<file path="src/rtl/traffic_pkg.sv">
// Shared definitions for the highway/country signal controller and the
// country-road vehicle detector: light codes and departure FSM states.
package traffic_pkg;

    // Light codes as driven on the controller's cntry/hwy buses.
    // Code 3 is unused and is treated as "not green" by consumers.
    localparam logic [1:0] RED    = 2'd0;
    localparam logic [1:0] YELLOW = 2'd1;
    localparam logic [1:0] GREEN  = 2'd2;

    // Departure FSM: WAIT idles until the country light turns green with
    // vehicles queued; SERVE retires one vehicle per departure interval.
    typedef enum logic {
        WAIT  = 1'b0,
        SERVE = 1'b1
    } depart_state_e;

    // Only the exact GREEN code counts as green; RED, YELLOW and 3 do not.
    function automatic logic is_green(input logic [1:0] code);
        return (code == GREEN);
    endfunction

endpackage

</file>
<file path="src/rtl/sensor_debounce.sv">
// Two-flop synchronizer followed by a debounce filter.  A new sensor level
// is only accepted after it has been seen for DEBOUNCE_CYCLES consecutive
// cycles; anything shorter is treated as a glitch.
module sensor_debounce #(
    parameter int DEBOUNCE_CYCLES = 4
) (
    input  logic clock,
    input  logic clear_n,
    input  logic din,
    output logic dout
);

    // Counter width must hold DEBOUNCE_CYCLES-1 and never be zero bits wide.
    localparam int DW = (DEBOUNCE_CYCLES > 1) ? $clog2(DEBOUNCE_CYCLES) : 1;
    localparam logic [DW-1:0] DCNT_MAX = DW'(DEBOUNCE_CYCLES - 1);

    logic          s1_q;
    logic          s2_q;
    logic          stable_q;
    logic          stable_d;
    logic [DW-1:0] dcnt_q;
    logic [DW-1:0] dcnt_d;

    // Bring the asynchronous sensor into the clock domain.
    always_ff @(posedge clock or negedge clear_n) begin
        if (!clear_n) begin
            s1_q <= 1'b0;
            s2_q <= 1'b0;
        end else begin
            s1_q <= din;
            s2_q <= s1_q;
        end
    end

    // Count how long the synchronized level has disagreed with the accepted
    // level; adopt it once the disagreement has lasted long enough.
    always_comb begin
        stable_d = stable_q;
        dcnt_d   = dcnt_q;
        if (s2_q == stable_q) begin
            dcnt_d = '0;
        end else if (dcnt_q == DCNT_MAX) begin
            stable_d = s2_q;
            dcnt_d   = '0;
        end else begin
            dcnt_d = dcnt_q + 1'b1;
        end
    end

    // Debounce state register.
    always_ff @(posedge clock or negedge clear_n) begin
        if (!clear_n) begin
            stable_q <= 1'b0;
            dcnt_q   <= '0;
        end else begin
            stable_q <= stable_d;
            dcnt_q   <= dcnt_d;
        end
    end

    assign dout = stable_q;

endmodule

</file>
<file path="src/rtl/vehicle_detector.sv">
// Country-road vehicle detector.  Debounces the inductive loop, counts
// queued vehicles, retires them while the country light is green and raises
// X to the signal controller whenever anything is waiting.
module vehicle_detector
    import traffic_pkg::*;
#(
    parameter int DEBOUNCE_CYCLES = 4,
    parameter int DEPART_CYCLES   = 3,
    parameter int COUNT_W         = 4
) (
    input  logic               clock,
    input  logic               clear_n,
    input  logic               loop_raw,
    input  logic [1:0]         cntry,
    output logic               X,
    output logic [COUNT_W-1:0] car_count,
    output logic               arrive,
    output logic               depart,
    output logic               overflow
);

    // Departure interval counter must hold DEPART_CYCLES-1, at least one bit.
    localparam int TW = (DEPART_CYCLES > 1) ? $clog2(DEPART_CYCLES) : 1;
    localparam logic [TW-1:0]      TCNT_MAX  = TW'(DEPART_CYCLES - 1);
    localparam logic [COUNT_W-1:0] COUNT_MAX = '1;

    logic               stable;
    logic               stablePrev_q;
    logic               arrive_q;
    logic               depart_q;
    logic               depart_d;
    logic [COUNT_W-1:0] count_q;
    logic [COUNT_W-1:0] count_d;
    logic               overflow_q;
    logic               overflow_d;
    logic [TW-1:0]      tcnt_q;
    logic [TW-1:0]      tcnt_d;
    depart_state_e      state_q;
    depart_state_e      state_d;

    sensor_debounce #(
        .DEBOUNCE_CYCLES(DEBOUNCE_CYCLES)
    ) u_debounce (
        .clock  (clock),
        .clear_n(clear_n),
        .din    (loop_raw),
        .dout   (stable)
    );

    // One-cycle arrival pulse on each accepted 0->1 sensor transition.
    always_ff @(posedge clock or negedge clear_n) begin
        if (!clear_n) begin
            stablePrev_q <= 1'b0;
            arrive_q     <= 1'b0;
        end else begin
            stablePrev_q <= stable;
            arrive_q     <= stable & ~stablePrev_q;
        end
    end

    // Queue depth follows the registered pulses one edge later; a coincident
    // arrival and departure cancel, and an arrival into a full queue is lost.
    always_comb begin
        count_d    = count_q;
        overflow_d = overflow_q;
        case ({arrive_q, depart_q})
            2'b10: begin
                if (count_q == COUNT_MAX) begin
                    overflow_d = 1'b1;
                end else begin
                    count_d = count_q + 1'b1;
                end
            end
            2'b01: begin
                if (count_q != '0) begin
                    count_d = count_q - 1'b1;
                end
            end
            default: begin
            end
        endcase
    end

    // Departure FSM: serve on green, one vehicle per DEPART_CYCLES cycles.
    // The exit check uses the count as it will be after this edge so that
    // a vehicle already retired is never retired twice.
    always_comb begin
        state_d  = state_q;
        tcnt_d   = tcnt_q;
        depart_d = 1'b0;
        case (state_q)
            WAIT: begin
                if (is_green(cntry) && (count_q != '0)) begin
                    state_d = SERVE;
                    tcnt_d  = '0;
                end
            end
            SERVE: begin
                if (!is_green(cntry)) begin
                    state_d = WAIT;
                    tcnt_d  = '0;
                end else begin
                    if (tcnt_q == TCNT_MAX) begin
                        tcnt_d   = '0;
                        depart_d = (count_d != '0);
                    end else begin
                        tcnt_d = tcnt_q + 1'b1;
                    end
                    if (count_d == '0) begin
                        state_d = WAIT;
                        tcnt_d  = '0;
                    end
                end
            end
            default: begin
                state_d = WAIT;
                tcnt_d  = '0;
            end
        endcase
    end

    // State, interval counter, queue counter and sticky overflow registers.
    always_ff @(posedge clock or negedge clear_n) begin
        if (!clear_n) begin
            state_q    <= WAIT;
            tcnt_q     <= '0;
            depart_q   <= 1'b0;
            count_q    <= '0;
            overflow_q <= 1'b0;
        end else begin
            state_q    <= state_d;
            tcnt_q     <= tcnt_d;
            depart_q   <= depart_d;
            count_q    <= count_d;
            overflow_q <= overflow_d;
        end
    end

    assign X         = (count_q != '0);
    assign car_count = count_q;
    assign arrive    = arrive_q;
    assign depart    = depart_q;
    assign overflow  = overflow_q;

endmodule

</file>
<file path="config.mk">
export PLATFORM = sky130hd
export DESIGN_NAME = vehicle_detector
export DESIGN_NICKNAME = d
export VERILOG_FILES = /design/src/rtl/traffic_pkg.sv /design/src/rtl/sensor_debounce.sv /design/src/rtl/vehicle_detector.sv
export SDC_FILE = /design/constraint.sdc
export NUM_CORES = 1
export LEC_CHECK = 0
export ABC_AREA = 1
export CORE_MARGIN = 2
export CORE_UTILIZATION = 45
export DETAILED_ROUTE_END_ITERATION = 8
export GPL_TIMING_DRIVEN = 0
export PLACE_DENSITY = 0.69
export SYNTH_ARGS = -nofsm -noshare
export SYNTH_HDL_FRONTEND = slang
export SYNTH_SLANG_ARGS = --single-unit
</file>
<file path="constraint.sdc">
create_clock -name clock -period 3.2 [get_ports clock]
set_input_delay 0.8 -clock clock [delete_from_list [all_inputs] [get_ports clock]]
set_output_delay 0.8 -clock clock [all_outputs]
set_load 0.02 [all_outputs]
</file>
Word level (Yosys, flattened, before mapping)
Cells that the tools add are included.

storage, ports and cells
  flip-flop bits (word level) = 16
  bits in latches = 0
  RAM bits = 0
  memories = 0
  bits of input ports = 5
  ROM bits = 0
  logic and storage cells = 50
  output and inout port bits = 8

operators by class
  reduce and logical (&&, ||, !) cells = 6
  $mul = 0
  bitwise operators = 4
  div/mod/pow operators = 0
  mux-type cells = 17
  add/sub/neg operators = 4
  magnitude comparators = 0
  shift operators = 0
  equality and inequality tests = 8

operator list
  kind                   count
  $mux W2                6
  $eq A2 B2 Y1 const B   4
  $mux W4                2
  $pmux W4 S2            1
  $reduce_bool A4 Y1     2
  $mux W1                6
  $add A2 B1 Y2 const B  2
  $add A4 B1 Y4 const B  1
  $eq A4 B4 Y1 const B   1
  $logic_not A4 Y1       1
  $pmux W2 S2            1
  $reduce_and A2 Y1      2
  $sub A4 B1 Y4 const B  1
  $not A1 Y1             3
  $eq A2 B1 Y1 const B   1
  $ne A2 B2 Y1 const B   1
  $pmux W1 S2            1
  $and A1 B1 Y1          1
  $eq A1 B1 Y1           1
  $logic_and A1 B1 Y1    1

Logic depth before layout (Yosys ltp)
Gate-level depths: netlist of the first run.

  depth after elaboration = 7
  depth in mapped cells = 11
  gate-level depth less buffers = 11

Cells and area by module
From an unflattened synthesis of the first run, not the netlist that was laid out.

unflattened totals
  cells, all modules = 108
  area total of the unflattened synthesis = 888.4 µm²

by module, submodules not included
  module            times used  area an instance (µm²)  cells each  seq. area each (µm²)
  vehicle_detector  1           705.7                   91          275.3
  sensor_debounce   1           182.7                   17          125.1

Least setup slack after synthesis of the first run
OpenSTA, ideal clock, no wires.

  kind = register -> output
  start = register count_q[0] (netlist: car_count[0])
  end = output port X
  data arrival time = 1001 ps
  buffers on the path = 0
  slack = 1399 ps
  stages on the path, launching flop included = 4
  data required time = 2400 ps
  cell sequence = dfrtp_1 inv_1 ha_1 nand2_4

between the ends
  word-level cells in the longest chain between the ends = 1

RTL lines
  element                   line                     text
  start: declaration        vehicle_detector.sv:32   logic [COUNT_W-1:0] count_q;
  start signal: assignment  vehicle_detector.sv:134  count_q <= count_d;
  $reduce_bool A4 Y1        vehicle_detector.sv:139  assign X = (count_q != '0);
  end: declaration          vehicle_detector.sv:15   output logic X,

No other way between the ends.

Worst setup path after layout of the first run
Same ends and word-level chain as after synthesis.

==> flow_metrics.py, run 1 <==
metrics = {
    "layout": {
        "nNetsFinal": 131,
        "stdcell_area_um2": 1060,
        "num-fill-cells": 179,
        "diodes": 0,
        "mostFrequentLayoutCells": "nand2_1, inv_1, dfrtp_1, nand3_1, clkdlybuf4s50_1",
        "utilization": 0.599,
        "area_growth_pct": 21.6,
        "drive_gt1_frac": 0.125,
        "final_common_cell": "nand2_1",
    },
    "clock_tree": {
        "insertion_delay_ns": 0.29,
        "hold_buffers": 0,
        "root_buffer": "clkbuf_4",
        "cts_buffer_depth": 2,
        "cts_buffers": 3,
        "cts_sinks": 16,
        "postCtsResizedCells": 0,
        "clk_pin_slew_worst_paths_ns": 0.09,
        "cts_setup_buffers": 0,
        "cts_tree": "built",
        "htreeDepth": 1,
    },
    "synthesis": {
        "ys_ff_latch": 16,
        "ys_warn_count": 0,
        "synth.avg_cell_area_um2": 8.36,
        "yosys-top-cells-area": "dfrtp_1, nand2_1, nand3_1",
        "synth_edf_count": 0,
        "synth_top_area_share": 0.460,
        "postSynth.asyncResetShare": 1.00,
        "syn_nets": 114,
        "synth_ff_type": "dfrtp_1",
        "synth.distinct_cells": 20,
        "syn_inst": 104,
        "synth_area_um2": 870,
        "yosysTopAreaCell": "dfrtp_1",
        "yosysSeqAreaShare": 0.460,
    },
    "route": {
        "viasPerCell": 4.83,
        "route.detailed.drc": 0,
        "vias": 701,
        "wl_per_cell_um": 10.5,
        "dr.pass1.iters": 4,
        "ant_nets": 0,
        "routed_wl_um": 1530,
        "first_iter_violations": 11,
    },
    "global_route": {
        "grt_pass1_wl_um": 2590,
        "gr-usage-all-layers": 0.169,
        "grt_max_degree": 17,
        "grt_pass1_vias": 647,
        "antenna_found_initial": 0,
        "grt-ovfl-total": 0,
    },
    "floorplanning": {
        "fp.coreArea_um2": 1760,
        "dieWidth_um": 48.0,
        "dieArea_um2": 2300,
        "die_y_um": 48.0,
        "rows": 15,
        "start_util": 0.493,
        "ios": 13,
    },
    "hold_path": {
        "min_to": "u_debounce.s2_q",
        "hp-start": "u_debounce.s1_q",
        "worstHoldPathType": "reg2reg",
        "holdPathStages": 0,
    },
    "timing": {
        "setup_violations": 0,
        "fin_crit_sh": 0.825,
        "drv_slew": 0,
        "slew_headroom": 0.543,
        "fmax_ghz": 0.379,
        "fin_skew_ns": 0.00390,
        "rsz0062_at_grt": "no",
        "worst_pin_slew_ns": 0.683,
        "hold_viol": 0,
        "post-route-min-period_ns": 2.64,
        "fin_setup_tns_ns": 0,
        "layout_setup_ws_ns": 0.559,
    },
    "critical_path": {
        "cp-start-kind": "register",
        "reg2reg_depth": 10,
        "worstSetupPathType": "reg2out",
        "critical_path.max_fanout": 6,
        "reg2reg_slack_ns": 1.54,
        "endpoint_kind": "output pin",
        "worstPathArrival_ns": 1.84,
        "timing.rr.end": "tcnt_q[0]",
        "r2r_start": "arrive",
        "critPathRequiredTime_ns": 2.40,
    },
    "run": {
        "cap_violations": 0,
    },
    "place": {
        "post-place-ws_ns": 0.877,
        "placed_area_um2": 1020,
        "routabilityCongestion": 0.798,
        "port_buffers": 12,
        "dp_hpwl_um": 1220,
    },
    "power_and_ir_drop": {
        "power_density_nw_per_um2": 949,
        "p_leak_nw": 0.543,
        "power_mw": 1.00,
        "ir_drop_uv": 518,
    },
    "outcome": {
        "status": "finished, final reports clean",
    },
}
[stage by stage]
stage,hold WS (ns),std cells
final,0.355,145
after global routing,0.368,145
after CTS,0.358,145
after detailed placement,0.338,141
after global placement,0.336,141
after floorplan,0.331,104
[synth_stat cells (2+ instances only)]
cell type	n
dfrtp_1	16
ha_1	5
inv_1	18
nand2_1	23
nand2_2	4
nand2_4	2
nand3_1	15
nor2_1	7
nor3_1	3
[routing by layer]
| layer | vias up | global-route usage | part of all wire |
|---|---|---|---|
| met4 | 0 | 0.0973 | 0.024 |
| met2 | 11 | 0.275 | 0.48 |
| met5 | - | 0 | 0 |
| li1 | 356 | - | - |
| met3 | 5 | 0.0453 | 0.029 |
| met1 | 329 | 0.200 | 0.47 |
[report_power, final]
group          switching [mW]  total, mW  internal, mW
registers              0.0648      0.333         0.269
clock network          0.0639      0.133        0.0694
logic                   0.315      0.536         0.221
[cells by family after synthesis]
group,after synthesis,share of synthesized area
and+or+nand+nor,58,0.327
DFF,16,0.460
AOI/OAI and AO/OA,4,0.0302
buffers and inverters,19,0.0906
adders and majority gates,5,0.0719
xor gates and xnor gates,2,0.0201
[cell type report]
cell class,count,area (µm²),area share
plain buffers,1,11.3,0.0107
clock buffers,4,36.3,0.0343
inverters,18,67.6,0.0639
multi-input cells,69,390,0.369
flip-flops and latches,16,400,0.379
well taps,25,31.3,0.0296
repair buffers,12,120,0.114
[worst max path at each step]
stage                 startpoint  end  slack, ns
floorplan           car_count[0]    X       1.40
global placement    car_count[0]    X       0.90
detailed placement  car_count[0]    X       0.88
CTS                 car_count[0]    X       0.54
global route        car_count[0]    X       0.44
finish              car_count[0]    X       0.56
[critical path, stage by stage (launching register included)]
cell and delay [ns]:
dfrtp_1 0.45, inv_1 0.10, ha_1 0.28, nand2_4 0.12, clkdlybuf4s50_1 0.61
[registers in the layout, indices dropped and copies added (netlist names)]
register	cells
u_debounce.s2_q	1
depart	1
car_count	4
u_debounce.dout	1
tcnt_q	2
state_q	1
u_debounce.dcnt_q	2
u_debounce.s1_q	1
overflow	1
stablePrev_q	1
arrive	1
Note: power is estimated with default switching activity, not from simulation.
==> run 2: changes to the inputs <==
Clock period 3.2 ns to 2.7 ns, I/O delays scaled along.
==> results of run 2 <==
Same layout as run 1 (identical final DEF). Status: finished, final reports clean.
Among the figures that moved: setup slack after placement 0.877 ns -> 0.502 ns; setup slack after layout 0.559 ns -> 0.184 ns; register-to-register setup slack 1.54 ns -> 1.04 ns; total power 1.00 mW -> 1.19 mW; worst IR drop on VDD 518 µV -> 614 µV
==> run 3: changes to the inputs <==
Settings changed: CAP_MARGIN set to 5.
==> results of run 3 <==
Same layout as run 1 (identical final DEF). Status: finished, final reports clean.
Among the figures that moved: setup slack after placement 0.877 ns -> 0.502 ns; setup slack after layout 0.559 ns -> 0.184 ns; register-to-register setup slack 1.54 ns -> 1.04 ns; total power 1.00 mW -> 1.19 mW; worst IR drop on VDD 518 µV -> 614 µV
